## config.mk

```make
export PLATFORM = sky130hd
export DESIGN_NAME = posit_accum_sched
export DESIGN_NICKNAME = d
export VERILOG_FILES = /design/src/rtl/posit_defines.sv /design/src/rtl/posit_rr_arbiter.sv /design/src/rtl/posit_accum_sched.sv
export SDC_FILE = /design/constraint.sdc
export NUM_CORES = 1
export LEC_CHECK = 0
export ABC_AREA = 1
export BUFFER_PORTS_ARGS = -buffer_cell sky130_fd_sc_hd__buf_4
export CAP_MARGIN = 40
export CORE_UTILIZATION = 41
export CTS_BUF_LIST = sky130_fd_sc_hd__clkbuf_2
export DETAILED_ROUTE_END_ITERATION = 8
export GPL_TIMING_DRIVEN = 0
export PLACE_DENSITY = 0.75
export SYNTH_ARGS = -nofsm -noshare
export SYNTH_HDL_FRONTEND = slang
export SYNTH_SLANG_ARGS = --single-unit
```

## constraint.sdc

```tcl
create_clock -name clk -period 1.66 [get_ports clk]
set_input_delay 0.083 -clock clk [delete_from_list [all_inputs] [get_ports clk]]
set_output_delay 0.083 -clock clk [all_outputs]
set_load 0.02 [all_outputs]
```

## src/rtl/posit_defines.sv

```systemverilog
// posit_defines: shared posit word width, special encodings and scheduler state type.
package posit_defines;
    localparam int NBITS = 32;
    localparam logic [NBITS-1:0] POSIT_ZERO = '0;
    localparam logic [NBITS-1:0] POSIT_NAR = {1'b1, {(NBITS-1){1'b0}}};
    typedef enum logic [1:0] {IDLE, BURST, DRAIN} accum_sched_state_t;
endpackage

```

## src/rtl/posit_rr_arbiter.sv

```systemverilog
// posit_rr_arbiter: combinational round-robin pick of the first request at or after ptr.
module posit_rr_arbiter #(
    parameter int NREQ = 4,
    localparam int IW = $clog2(NREQ)
) (
    input  logic [NREQ-1:0] req,
    input  logic [IW-1:0]   ptr,
    output logic [NREQ-1:0] grant,
    output logic [IW-1:0]   idx,
    output logic            any
);
    always_comb begin
        idx = '0;
        any = 1'b0;
        // Scan farthest offset first so the nearest valid requester wins.
        for (int i = NREQ - 1; i >= 0; i--) begin
            if (req[(int'(ptr) + i) % NREQ]) begin
                any = 1'b1;
                idx = IW'((int'(ptr) + i) % NREQ);
            end
        end
        grant = any ? (NREQ'(1) << idx) : '0;
    end
endmodule

```

## src/rtl/posit_accum_sched.sv

```systemverilog
// posit_accum_sched: round-robin burst scheduler feeding one posit accumulator.
// Optional POSIT_ZERO_SKIP_EN drops non-final zero words instead of forwarding them.
module posit_accum_sched
    import posit_defines::*;
#(
    parameter int NREQ = 4,
    localparam int IW = $clog2(NREQ)
) (
    input  logic                       clk,
    input  logic                       reset_n,
    input  logic [NREQ-1:0]            req_valid,
    input  logic [NREQ-1:0][NBITS-1:0] req_data,
    input  logic [NREQ-1:0]            req_last,
    output logic [NREQ-1:0]            req_ready,
    output logic [NREQ-1:0]            req_done,
    output logic                       acc_valid,
    output logic [NBITS-1:0]           acc_data,
    output logic                       acc_first,
    output logic                       acc_last,
    output logic [IW-1:0]              acc_id,
    input  logic                       acc_ready,
    input  logic                       acc_done
);
    accum_sched_state_t state, state_next;
    logic [IW-1:0]    gnt, rr_ptr, arb_idx;
    logic [NREQ-1:0]  gnt_oh, arb_grant;
    logic             arb_any, first_pend, slot_free, accept, fwd, cur_last;
    logic [NBITS-1:0] cur_data;

    posit_rr_arbiter #(.NREQ(NREQ)) u_arb (
        .req   (req_valid),
        .ptr   (rr_ptr),
        .grant (arb_grant),
        .idx   (arb_idx),
        .any   (arb_any)
    );

    assign cur_data  = req_data[gnt];
    assign cur_last  = req_last[gnt];
    assign slot_free = ~acc_valid | acc_ready;
    assign req_ready = (state == BURST && slot_free) ? gnt_oh : '0;
    assign accept    = state == BURST && slot_free && req_valid[gnt];
`ifdef POSIT_ZERO_SKIP_EN
    assign fwd = accept && !(cur_data == POSIT_ZERO && !cur_last);
`else
    assign fwd = accept;
`endif

    always_comb begin
        state_next = state;
        case (state)
            IDLE:    state_next = arb_any ? BURST : IDLE;
            BURST:   state_next = (accept && cur_last) ? DRAIN : BURST;
            DRAIN:   state_next = acc_done ? IDLE : DRAIN;
            default: state_next = IDLE;
        endcase
    end

    always_ff @(posedge clk or negedge reset_n) begin
        if (!reset_n) begin
            state      <= IDLE;
            gnt        <= '0;
            gnt_oh     <= '0;
            rr_ptr     <= '0;
            first_pend <= 1'b0;
            req_done   <= '0;
            acc_valid  <= 1'b0;
            acc_data   <= '0;
            acc_first  <= 1'b0;
            acc_last   <= 1'b0;
            acc_id     <= '0;
        end else begin
            state    <= state_next;
            req_done <= (state == DRAIN && acc_done) ? gnt_oh : '0;
            if (state == IDLE && arb_any) begin
                gnt        <= arb_idx;
                gnt_oh     <= arb_grant;
                rr_ptr     <= (arb_idx == IW'(NREQ - 1)) ? '0 : arb_idx + 1'b1;
                first_pend <= 1'b1;
            end
            if (fwd) begin
                acc_valid  <= 1'b1;
                acc_data   <= cur_data;
                acc_first  <= first_pend;
                acc_last   <= cur_last;
                acc_id     <= gnt;
                first_pend <= 1'b0;
            end else if (acc_ready) begin
                acc_valid <= 1'b0;
            end
        end
    end
endmodule

```

==> results.ini, run 1 <==
[finish]
register_area_um2 = 1300
final.fill_count = 435
multiInputGateArea_um2 = 1890
diodes = 0
fin_nets = 909
syn_to_final_growth_pct = 90.3
drive_gt1_share_pct = 36.8
stdcell_count = 865

[pwr]
p_int_mw = 4.94
power.density_nw_per_um2 = 1680
pwr-share-seq_pct = 21.1
switching_share_pct = 51.9
p_comb_share_pct = 73.2
p_sw_mw = 5.34
power_mw = 10.3
clkPwrFrac_pct = 5.8
p_leak_nw = 3.04
peakVddDrop_uv = 705

[yosys]
ys_seq_area_share_pct = 40.6
synth_area_leaders = dfrtp_1, nor2_1, nand2_1
synth_top_area_share_pct = 40.6
syn_area_um2 = 3210
avgSynthCellArea_um2 = 6.85
synth.net_count = 612
synth_common_cells = nor2_1, nand2_1, o21ai_0
ys_warn_count = 0
synth_top_flop_cell = dfrtp_1
synthArstFlopShare_pct = 100
synth_cell_types = 26
netlist.top_cell.by_area = dfrtp_1
synth_cells = 468
ys_ff_latch = 52
synth-edff-count = 0
yosysMostFrequentCell = nor2_1

[clocking]
cts_root_buf = clkbuf_2
cts_tree = yes
cts_sinks = 52
path_clk_slew_ns = 0.31
clk_path_buf_depth = 2
cts_buffers = 5
clk_latency_ns = 0.48
cts_max_level = 2

[sta]
hold_viol_final = 1
max_freq_mhz = 567
skew_ns = 0.0261
rsz0062_at_grt = yes
tns_ns = -0.439
finalCritPeriodShare_pct = 106
finalWorstSetupSlack_ns = -0.103
setup_viol = 7
worst_slew_margin_rel_pct = 54.1
holdWs_ns = -0.00963
fin_crit_ns = 1.76
maxSlewViolCount = 0
tightest_slew_ns = 0.689

[floorplanning]
core_um2 = 7410
ioPinCount = 185
die_h_um = 90.5
initial_utilization_pct = 43.3
die_w_um = 90.5
rows = 31
dieArea_um2 = 8180

[global_routing]
grt_pass1_vias = 4770
gr-usage-met2_pct = 63.0
grt_busiest_layer = met2
antenna_found_initial = 0
grt_pass1_wl_mm = 22.5
grt_max_degree = 53
grt_remaining_overflow = 0
grtUsageMet3_pct = 5.81
grt_use_met1_pct = 38.1
grtUsageTotal_pct = 34.4

[status]
status = finished with violations
violations = negative hold slack, negative setup slack

[detailed_routing]
post_drt_wl_per_cell_um = 16.8
drc = 0
vias_per_cell = 5.39
num_vias = 4666
finalWirelength_mm = 14.6
drtPass1Iterations = 5
drt_iter0_drc = 273
ant_nets = 0

[placed_design]
port_buffers = 184
pre_cts_ws_ns = -0.114
gp_congestion = 0.890
hpwl_mm = 8.68
dp_cells = 751

[hold_path]
hp-class = input pin to register

[critical_path]
crit_type = register to register
endpoint_kind = register
cp_max_fo = 4
crit_required_ns = 2.05
cp.arrival_ns = 2.15
crit_path_start_kind = register

[job]
drv_cap = 0

## worst max-delay path: stages, from the launching register on
cell and delay [ns]:
dfrtp_2 0.52, buf_12 0.14, nand2_1 0.11, nand2_4 0.08, nand2_4 0.08, nand2_2 0.06
inv_2 0.06, nand2_4 0.06, nand2_4 0.06, nand2_4 0.05, nand2_4 0.10, inv_4 0.05
ha_2 0.18, nand2_1 0.06, o21ai_1 0.06
## metrics by stage
stage                     instance area [um^2]  utilization (%)
final                                     6100             82.4
after global routing                      6100             82.4
after CTS                                 5800             78.3
after detailed placement                  4710             63.6
after global placement                    4710             63.6
after floorplan                           3210                -
## state kept, by name, indices dropped and copies added (netlist names), 2 cells and up
name / count
acc_data: 32
acc_id: 2
gnt: 2
gnt_oh: 4
req_done: 4
rr_ptr: 2
state: 2
## placed cells by master (no fill, tap or decap), drive strengths merged
cell,synthesis,layout
dlygate4sd3,0,93
clkbuf,10,18
a31oi,15,15
clkinvlp,0,1
ha,4,4
inv,22,24
nand2,110,110
o21ai,75,75
nor2,123,123
dfrtp,52,52
o211ai,2,2
clkinv,1,1
o31ai,1,1
a21oi,6,6
nand3,9,9
o22ai,17,17
buf,21,215
## final cells by class
type | count | area share (%)
repair buffers | 290 | 39.8
flip-flops and latches | 52 | 21.3
clock inverters | 3 | 0.410
clock buffers | 5 | 0.410
inverters | 23 | 1.82
well taps | 99 | 2.03
plain buffers | 31 | 3.24
multi-input cells | 362 | 31.0
## power by group through the flow
stage | clock network [mW] | logic, mW | registers [mW]
after global placement | 0 | 5.64 | 2.15
after CTS | 0.591 | 6.34 | 2.14
after floorplan | 0 | 3.28 | 2.66
after global routing | 0.629 | 8.10 | 2.22
after detailed placement | 0 | 5.80 | 2.16
final | 0.591 | 7.52 | 2.17
## per-layer routing
layer | vias to the layer above | share of wire (%)
met4 | 0 | 5.6
met5 | - | 0
met3 | 92 | 6.4
met1 | 2161 | 37
met2 | 291 | 51
li1 | 2122 | -
## repair_timing
item                       CTS  global route
gates cloned                 0             2
pin swaps                   12            20
setup endpoints to repair    5            46
gates resized for setup     26            66
hold buffers                92             1
hold endpoints to repair    90             1
buffers inserted             4             7
## path summary, 6_finish.rpt
| kind | startpoint | end | slack, ns | depth (start not counted) |
|---|---|---|---|---|
| worst max register to register | rr_ptr[1] | gnt_oh[0] | -0.10 | 14 |
| worst min register to register | acc_data[30] | acc_data[30] | 0.51 | 2 |
| worst max-delay path | rr_ptr[1] | gnt_oh[0] | -0.10 | 14 |
| max in group asynchronous | reset_n | rr_ptr[1] | 1.04 | 2 |
| min in group asynchronous | reset_n | gnt[0] | 0.14 | 2 |
| worst min-delay path | req_data[121] | acc_data[25] | -0.01 | 5 |
## cell families (layout without fill, tap and decap cells)
| logic type | after synthesis | after routing | synth area share [%] |
|---|---|---|---|
| flops | 52 | 52 | 40.6 |
| simple gates | 242 | 242 | 29.1 |
| buf+inv | 54 | 352 | 8.31 |
| fa+ha+maj | 4 | 4 | 1.56 |
| compound gates | 116 | 116 | 20.4 |
(Power assumes the default switching activity.)
==> inputs of run 2 (changes only) <==
--- a/config.mk
+++ b/config.mk
@@ -9,10 +9,11 @@
 export BUFFER_PORTS_ARGS = -buffer_cell sky130_fd_sc_hd__buf_4
 export CAP_MARGIN = 40
 export CORE_UTILIZATION = 41
-export CTS_BUF_LIST = sky130_fd_sc_hd__clkbuf_2
+export CTS_BUF_LIST = sky130_fd_sc_hd__clkbuf_2 sky130_fd_sc_hd__clkbuf_4 sky130_fd_sc_hd__clkbuf_8
 export DETAILED_ROUTE_END_ITERATION = 8
 export GPL_TIMING_DRIVEN = 0
 export PLACE_DENSITY = 0.75
+export SKIP_LAST_GASP = 1
 export SYNTH_ARGS = -nofsm -noshare
 export SYNTH_HDL_FRONTEND = slang
 export SYNTH_SLANG_ARGS = --single-unit
==> run 2 against run 1 <==
The run ends with negative setup slack left. Wire length shrank 19%. Critical path type unchanged. Non-clock buffer count is 92 lower. Clock skew is 0.014 ns lower. Largest cell class is now multi-input combinational cells. First-iteration DRC count decreased by 41%. Sequential cell count did not move. Highest routed layer unchanged. Combinational power decreased by 7.0%.
==> results.ini, run 2 (synthesis gave the netlist of run 1 again) <==
[status]
status = finished with violations
violations = negative setup slack

[pwr]
power.density_nw_per_um2 = 1920  ; +14%
p_leak_nw = 2.65  ; -13%
peakVddDrop_uv = 729  ; +3.4%

[finish]
final_common_cell = buf_4
fin_nets = 817  ; -10%
final.fill_count = 627  ; +44%
top_regs = acc_data (32), gnt_oh (4), req_done (4)
drive_gt1_share_pct = 41.8  ; +5.0 points
stdcell_count = 773  ; -11%
final_cell_mix = buf_4, nor2_1, nand2_1
syn_to_final_growth_pct = 61.7
largest_reg_flops = 32  ; unchanged
largest_register = acc_data
diodes = 0  ; unchanged

[floorplanning]
dieArea_um2 = 8180  ; unchanged
initial_utilization_pct = 43.3  ; unchanged
die_h_um = 90.5  ; unchanged
ioPinCount = 185  ; unchanged
rows = 31  ; unchanged
core_um2 = 7410  ; unchanged
die_w_um = 90.5  ; unchanged

[critical_path]
reg2reg_depth = 15  ; +1
cp.arrival_ns = 1.96  ; -0.19 ns
reg2reg_slack_ns = -0.09  ; about the same
crit_path_start_kind = register
r2r_end = gnt_oh[0]
r2r_start = rr_ptr[0]
crit_type = register to register
crit_required_ns = 1.86  ; -0.19 ns
endpoint_kind = register
cp_max_fo = 8  ; +4

[clocking]
cts_buffers = 5  ; unchanged
cts_sinks = 52  ; unchanged
path_clk_slew_ns = 0.11  ; -0.20 ns
cts_max_level = 2  ; unchanged
cts_root_buf = clkbuf_8
clk_latency_ns = 0.32  ; -0.16 ns
cts_tree = yes
clk_path_buf_depth = 2  ; unchanged

[sta]
worst_slew_margin_rel_pct = 55.1  ; +1.1 points
hold_viol_final = 0  ; -1
maxSlewViolCount = 0  ; unchanged
max_freq_mhz = 570  ; +0.53%
finalWorstSetupSlack_ns = -0.0933  ; +0.00928 ns
holdWs_ns = 0.0664  ; +0.0760 ns
tightest_slew_ns = 0.673  ; -0.0159 ns
setup_viol = 5  ; -2
finalCritPeriodShare_pct = 106  ; -0.56 points
fin_crit_ns = 1.75  ; -0.00928 ns
rsz0062_at_grt = yes
skew_ns = 0.0118  ; -0.0143 ns

[global_routing]
grtUsageTotal_pct = 28.0  ; -6.4 points
grt_max_degree = 53  ; unchanged
grt_remaining_overflow = 0  ; unchanged
antenna_found_initial = 0  ; unchanged
grt_pass1_vias = 3865  ; -19%
grt_pass1_wl_mm = 18.4  ; -18%

[detailed_routing]
post_drt_wl_per_cell_um = 15.2  ; -9.5%
num_vias = 4014  ; -14%
drt_iter0_drc = 162  ; -41%
drtPass1Iterations = 4  ; -1
finalWirelength_mm = 11.8  ; -19%
drc = 0  ; unchanged
vias_per_cell = 5.19  ; -3.7%
ant_nets = 0  ; unchanged

[hold_path]
hold_end = acc_data[0]
whs_path_depth = 3  ; -2
hold_path_startpoint = req_data[32]
hp-class = input pin to register

[placed_design]
hpwl_mm = 8.68  ; unchanged
pre_cts_ws_ns = -0.114  ; unchanged
port_buffers = 184  ; unchanged
gp_congestion = 0.890  ; unchanged
dp_cells = 751  ; unchanged

[job]
drv_cap = 0  ; unchanged

[run 2: cell count changes in the layout (fill, tap and decap cells not counted), moves of 3 or more]
cell           previous run  this run
buf_2                     8        14
buf_6                     7         4
clkbuf_2                  9         3
clkbuf_4                  3         0
clkbuf_8                  0         5
dlygate4sd3_1            93         3
nand2_1                  89        85
nand2_2                   4        13
nand2_4                  17        12
[run 2: critical path, cell delays in order, from the launching register on]
cell	delay, ns
dfrtp_1	0.37
buf_6	0.16
clkinv_8	0.09
nand2_4	0.08
nand2_4	0.06
nand2_4	0.09
nand2_1	0.06
inv_1	0.08
nand2_2	0.08
nand2_2	0.09
nand2_4	0.06
nand2_4	0.10
inv_4	0.06
ha_4	0.15
nand2_1	0.05
o21ai_1	0.06
[run 2: metrics by stage]
| stage | util (%) | area (um^2) | power [mW] | TNS (ns) |
|---|---|---|---|---|
| floorplan | - | 3210 | 5.94 | 0 |
| global placement | 63.6 | 4710 | 7.79 | -0.0872 |
| detailed placement | 63.6 | 4710 | 7.96 | -0.399 |
| CTS | 66.6 | 4940 | 9.06 | -0.0629 |
| global route | 70.0 | 5190 | 10.7 | -0.955 |
| finish | 70.0 | 5190 | 9.94 | -0.279 |
[run 2: cell type report]
type / instances / area, um^2 / share of cell area [%]
Clock inverter: 3 / 25.0 / 0.483
Multi-Input combinational cell: 362 / 1880 / 36.2
Timing Repair Buffer: 198 / 1500 / 29.0
Tap cell: 99 / 124 / 2.39
Buffer: 31 / 180 / 3.47
Sequential cell: 52 / 1300 / 25.1
Clock buffer: 5 / 68.8 / 1.33
Inverter: 23 / 109 / 2.10
[run 2: repair_timing]
item	4_1_cts	5_1_grt
endpoints found under the hold margin	54	0
buffers inserted	4	5
pin swaps	12	20
cloned	0	2
gates resized for setup	22	53
hold buffers	3	0
setup endpoints to repair	5	40
[run 2: worst max-delay path by stage]
stage | from | end | slack (ns) | depth (start not counted)
after global placement | rr_ptr[0] | rr_ptr[1] | -0.05 | 14
after CTS | rr_ptr[0] | gnt_oh[0] | -0.02 | 12
after detailed placement | rr_ptr[0] | rr_ptr[1] | -0.11 | 14
after global routing | rr_ptr[0] | gnt_oh[0] | -0.19 | 15
final | rr_ptr[0] | gnt_oh[0] | -0.09 | 15
after floorplan | rr_ptr[0] | rr_ptr[1] | 0.06 | 14
[run 2: where the power goes]
part           internal (mW)  switching [mW]
Sequential              1.85           0.308
Clock                  0.309           0.482
Combinational           2.78            4.22
[run 2: metal layers]
layer / track usage (%) / vias to the layer above / share of wire [%]
li1: - / 1933 / -
met5: 0 / - / 0
met3: 6.23 / 31 / 6.5
met1: 32.5 / 1895 / 39
met2: 50.3 / 155 / 52
met4: 9.81 / 0 / 2.8
==> inputs of run 3 (changes only) <==
--- a/config.mk
+++ b/config.mk
@@ -8,7 +8,7 @@
 export ABC_AREA = 1
 export BUFFER_PORTS_ARGS = -buffer_cell sky130_fd_sc_hd__buf_4
 export CAP_MARGIN = 40
-export CORE_UTILIZATION = 41
+export CORE_UTILIZATION = 42
 export CTS_BUF_LIST = sky130_fd_sc_hd__clkbuf_2 sky130_fd_sc_hd__clkbuf_4 sky130_fd_sc_hd__clkbuf_8
 export DETAILED_ROUTE_END_ITERATION = 8
 export GPL_TIMING_DRIVEN = 0
@@ -16,4 +16,5 @@
 export SKIP_LAST_GASP = 1
 export SYNTH_ARGS = -nofsm -noshare
 export SYNTH_HDL_FRONTEND = slang
+export SYNTH_HIERARCHICAL = 1
 export SYNTH_SLANG_ARGS = --single-unit
==> run 3 against run 2 <==
The flow still finishes with violations (negative setup slack). Sequential share of layout area fell by 0.48 points. Via count increased by 6.7%. Cell count grew 10%. Die area grew 5.5%. Hold slack improved by 0.035 ns. Clock power increased by 11%. Largest cell class unchanged. Largest power group unchanged. Power grew 3.2%. Sequential cell count unchanged. Wire length grew 5.0%. Count of clock-buffer cells in the layout grew 1.
==> results.ini, run 3 <==
[status]
status = finished with violations
violations = negative setup slack

[clocking]
clk_path_buf_depth = 2  ; unchanged
cts_sinks = 52  ; unchanged
cts_tree = yes
cts_buffers = 5  ; unchanged
cts_max_level = 2  ; unchanged
clk_latency_ns = 0.31  ; about the same
cts_root_buf = clkbuf_8
path_clk_slew_ns = 0.09  ; -0.02 ns

[finish]
drive_gt1_share_pct = 35.9  ; -6.0 points
largest_register = acc_data
largest_reg_flops = 32  ; unchanged
post-route-cell-area_um2 = 5290  ; +2.0%
final.fill_count = 708  ; +13%
syn_to_final_growth_pct = 52.4
final_common_cell = buf_4
final_cell_mix = buf_4, nor2_1, nand2_1
top_regs = acc_data (32), gnt_oh (4), req_done (4)
diodes = 0  ; unchanged
fin_nets = 890  ; +8.9%
multiInputGateArea_um2 = 1910  ; +1.7%
register_area_um2 = 1300  ; about the same
utilization_pct = 67.4  ; -2.6 points

[detailed_routing]
vias_per_cell = 5.03  ; -3.2%
finalWirelength_mm = 12.4  ; +5.0%
ant_nets = 0  ; unchanged
drtPass1Iterations = 5  ; +1
drt_iter0_drc = 187  ; +15%
num_vias = 4282  ; +6.7%
post_drt_wl_per_cell_um = 14.5  ; -4.8%
drc = 0  ; unchanged

[placed_design]
port_buffers = 184  ; unchanged
gp_congestion = 0.876  ; -1.5%
pre_cts_ws_ns = -0.290  ; -0.176 ns
post_dp_cell_area_um2 = 4980  ; +5.7%
hpwl_mm = 9.23  ; +6.3%

[yosys]
synthArstFlopShare_pct = 100  ; unchanged
ys_warn_count = 6  ; +6
synth_top_area_share_pct = 37.5  ; -3.1 points
synth-edff-count = 0  ; unchanged
synth_cell_types = 26  ; unchanged
ys_seq_area_share_pct = 37.5  ; -3.1 points
synth.net_count = 686  ; +12%
synthAdderAreaFrac_pct = 0.360  ; -1.2 points
ys_ff_latch = 52  ; unchanged
synth_top_flop_cell = dfrtp_1
synth_compound_area_share_pct = 12.0  ; -8.5 points
synth_top_family_by_area = simple AND/OR/NAND/NOR gates
synth-xor-area-share_pct = 0  ; unchanged
netlist.top_cell.by_area = dfrtp_1
yosys.area_share.simple_pct = 40.9  ; +12 points
synth_cells = 545  ; +16%
avgSynthCellArea_um2 = 6.37  ; -7.1%
yosysMostFrequentCell = nand2_1
synth_area_leaders = dfrtp_1, nand2_1, nor2_1
synthMuxAreaShare_pct = 0  ; unchanged
synth_common_cells = nand2_1, nor2_1, o21ai_0
syn_area_um2 = 3470  ; +8.2%

[hold_path]
hp-class = input pin to register
hold_path_startpoint = req_data[100]

[critical_path]
r2r_end = rr_ptr[1]
crit_path_start_kind = register
reg2reg_slack_ns = -0.08  ; about the same
crit_type = register to register
r2r_start = rr_ptr[1]
reg2reg_depth = 12  ; -3
cp-endpoint = rr_ptr[1]
crit_required_ns = 1.86  ; about the same
cp.arrival_ns = 1.94  ; -0.02 ns
endpoint_kind = register
crit_start = rr_ptr[1]
cp_max_fo = 6  ; -2

[pwr]
power_mw = 10.3  ; +3.2%
p_leak_nw = 2.91  ; +9.9%
peakVddDrop_uv = 1370  ; +87%
power.density_nw_per_um2 = 1940  ; +1.1%

[sta]
tightest_slew_ns = 0.660  ; -0.0129 ns
finalWorstSetupSlack_ns = -0.0799  ; +0.0134 ns
skew_ns = 0.00900  ; -0.00281 ns
maxSlewViolCount = 0  ; unchanged
rsz0062_at_grt = yes
hold_viol_final = 0  ; unchanged
worst_slew_margin_rel_pct = 56.0  ; +0.86 points
finalCritPeriodShare_pct = 105  ; -0.80 points
max_freq_mhz = 575  ; +0.77%
holdWs_ns = 0.101  ; +0.0349 ns
fin_crit_ns = 1.74  ; -0.0134 ns
setup_viol = 9  ; +4

[floorplanning]
die_h_um = 92.9  ; +2.7%
die_w_um = 92.9  ; +2.7%
initial_utilization_pct = 44.2  ; +0.94 points
rows = 32  ; +3.2%
dieArea_um2 = 8630  ; +5.5%
ioPinCount = 185  ; unchanged
core_um2 = 7850  ; +5.9%

[global_routing]
antenna_found_initial = 0  ; unchanged
grt_remaining_overflow = 0  ; unchanged
grtUsageTotal_pct = 28.5  ; +0.50 points
grt_pass1_wl_mm = 19.5  ; +6.1%
grt_pass1_vias = 4183  ; +8.2%
grt_max_degree = 53  ; unchanged

[job]
drv_cap = 0  ; unchanged

run 3: changes by cell type after synthesis, moves of 4 or more:
cell / delta
o22ai_1: -17
nor2_1: +19
nand3_1: +35
inv_1: +9
a21oi_1: -4
nand2_1: +42
o21ai_0: +5
o21ai_1: -6
buf_4: +5
buf_2: -7
a31oi_1: -15
run 3: worst min-delay path by stage:
stage | end | slack, ns | depth (start not counted)
floorplan | acc_data[0] | -0.21 | 0
global placement | acc_valid | 0.15 | 1
detailed placement | acc_valid | 0.16 | 1
CTS | acc_data[4] | 0.1 | 5
global route | acc_data[30] | 0.12 | 5
finish | acc_data[4] | 0.10 | 5
run 3: metal layers:
metal | GRT usage [%] | vias to the layer above | part of all wire [%]
li1 | - | 2118 | -
met1 | 33.7 | 1983 | 40
met2 | 51.5 | 156 | 51
met3 | 6.49 | 25 | 7.7
met4 | 7.44 | 0 | 1.5
met5 | 0 | - | 0
run 3: repair_timing:
action | 4_1_cts | 5_1_grt
gates cloned | 1 | 0
setup endpoints to repair | 14 | 45
setup buffers | 9 | 1
hold buffers | 3 | 0
endpoints found under the hold margin | 54 | 0
resized for setup | 26 | 8
pin swaps | 16 | 2
run 3: cells by family (layout without fill, tap and decap cells):
group                    Yosys count  in the layout
AO/OA/AOI/OAI                     79             79
adder cells (fa/ha/maj)            1              1
buffers and inverters             65            270
flip-flops                        52             52
AND/OR/NAND/NOR                  348            348
run 3: layout make-up:
| type | count | area share (%) |
|---|---|---|
| buffer | 32 | 3.97 |
| clock buffer | 6 | 1.44 |
| clock inverter | 2 | 0.662 |
| inverter | 32 | 2.46 |
| multi-input combinational | 428 | 36.1 |
| sequential | 52 | 24.6 |
| tap | 102 | 2.41 |
| timing repair buffer | 198 | 28.4 |
run 3: stage by stage:
stage	cells	setup TNS, ns
after floorplan	545	0
after global placement	831	-1.81
after detailed placement	831	-2.09
after CTS	851	-0.146
after global routing	852	-1.38
final	852	-0.365
run 3: critical path, cell delays in order, from the launching register on:
cell	delay, ns
dfrtp_2	0.46
inv_2	0.12
nand2_1	0.07
nand2_2	0.10
nand2_2	0.06
nand2_2	0.09
inv_1	0.04
nand4_1	0.14
nand3_2	0.14
buf_4	0.16
buf_4	0.12
nand2_1	0.06
nand2_1	0.06
run 3: where the power goes:
part | internal (mW) | switching, mW
registers | 1.85 | 0.344
logic | 2.86 | 4.33
clock network | 0.464 | 0.412
total | 5.17 | 5.08
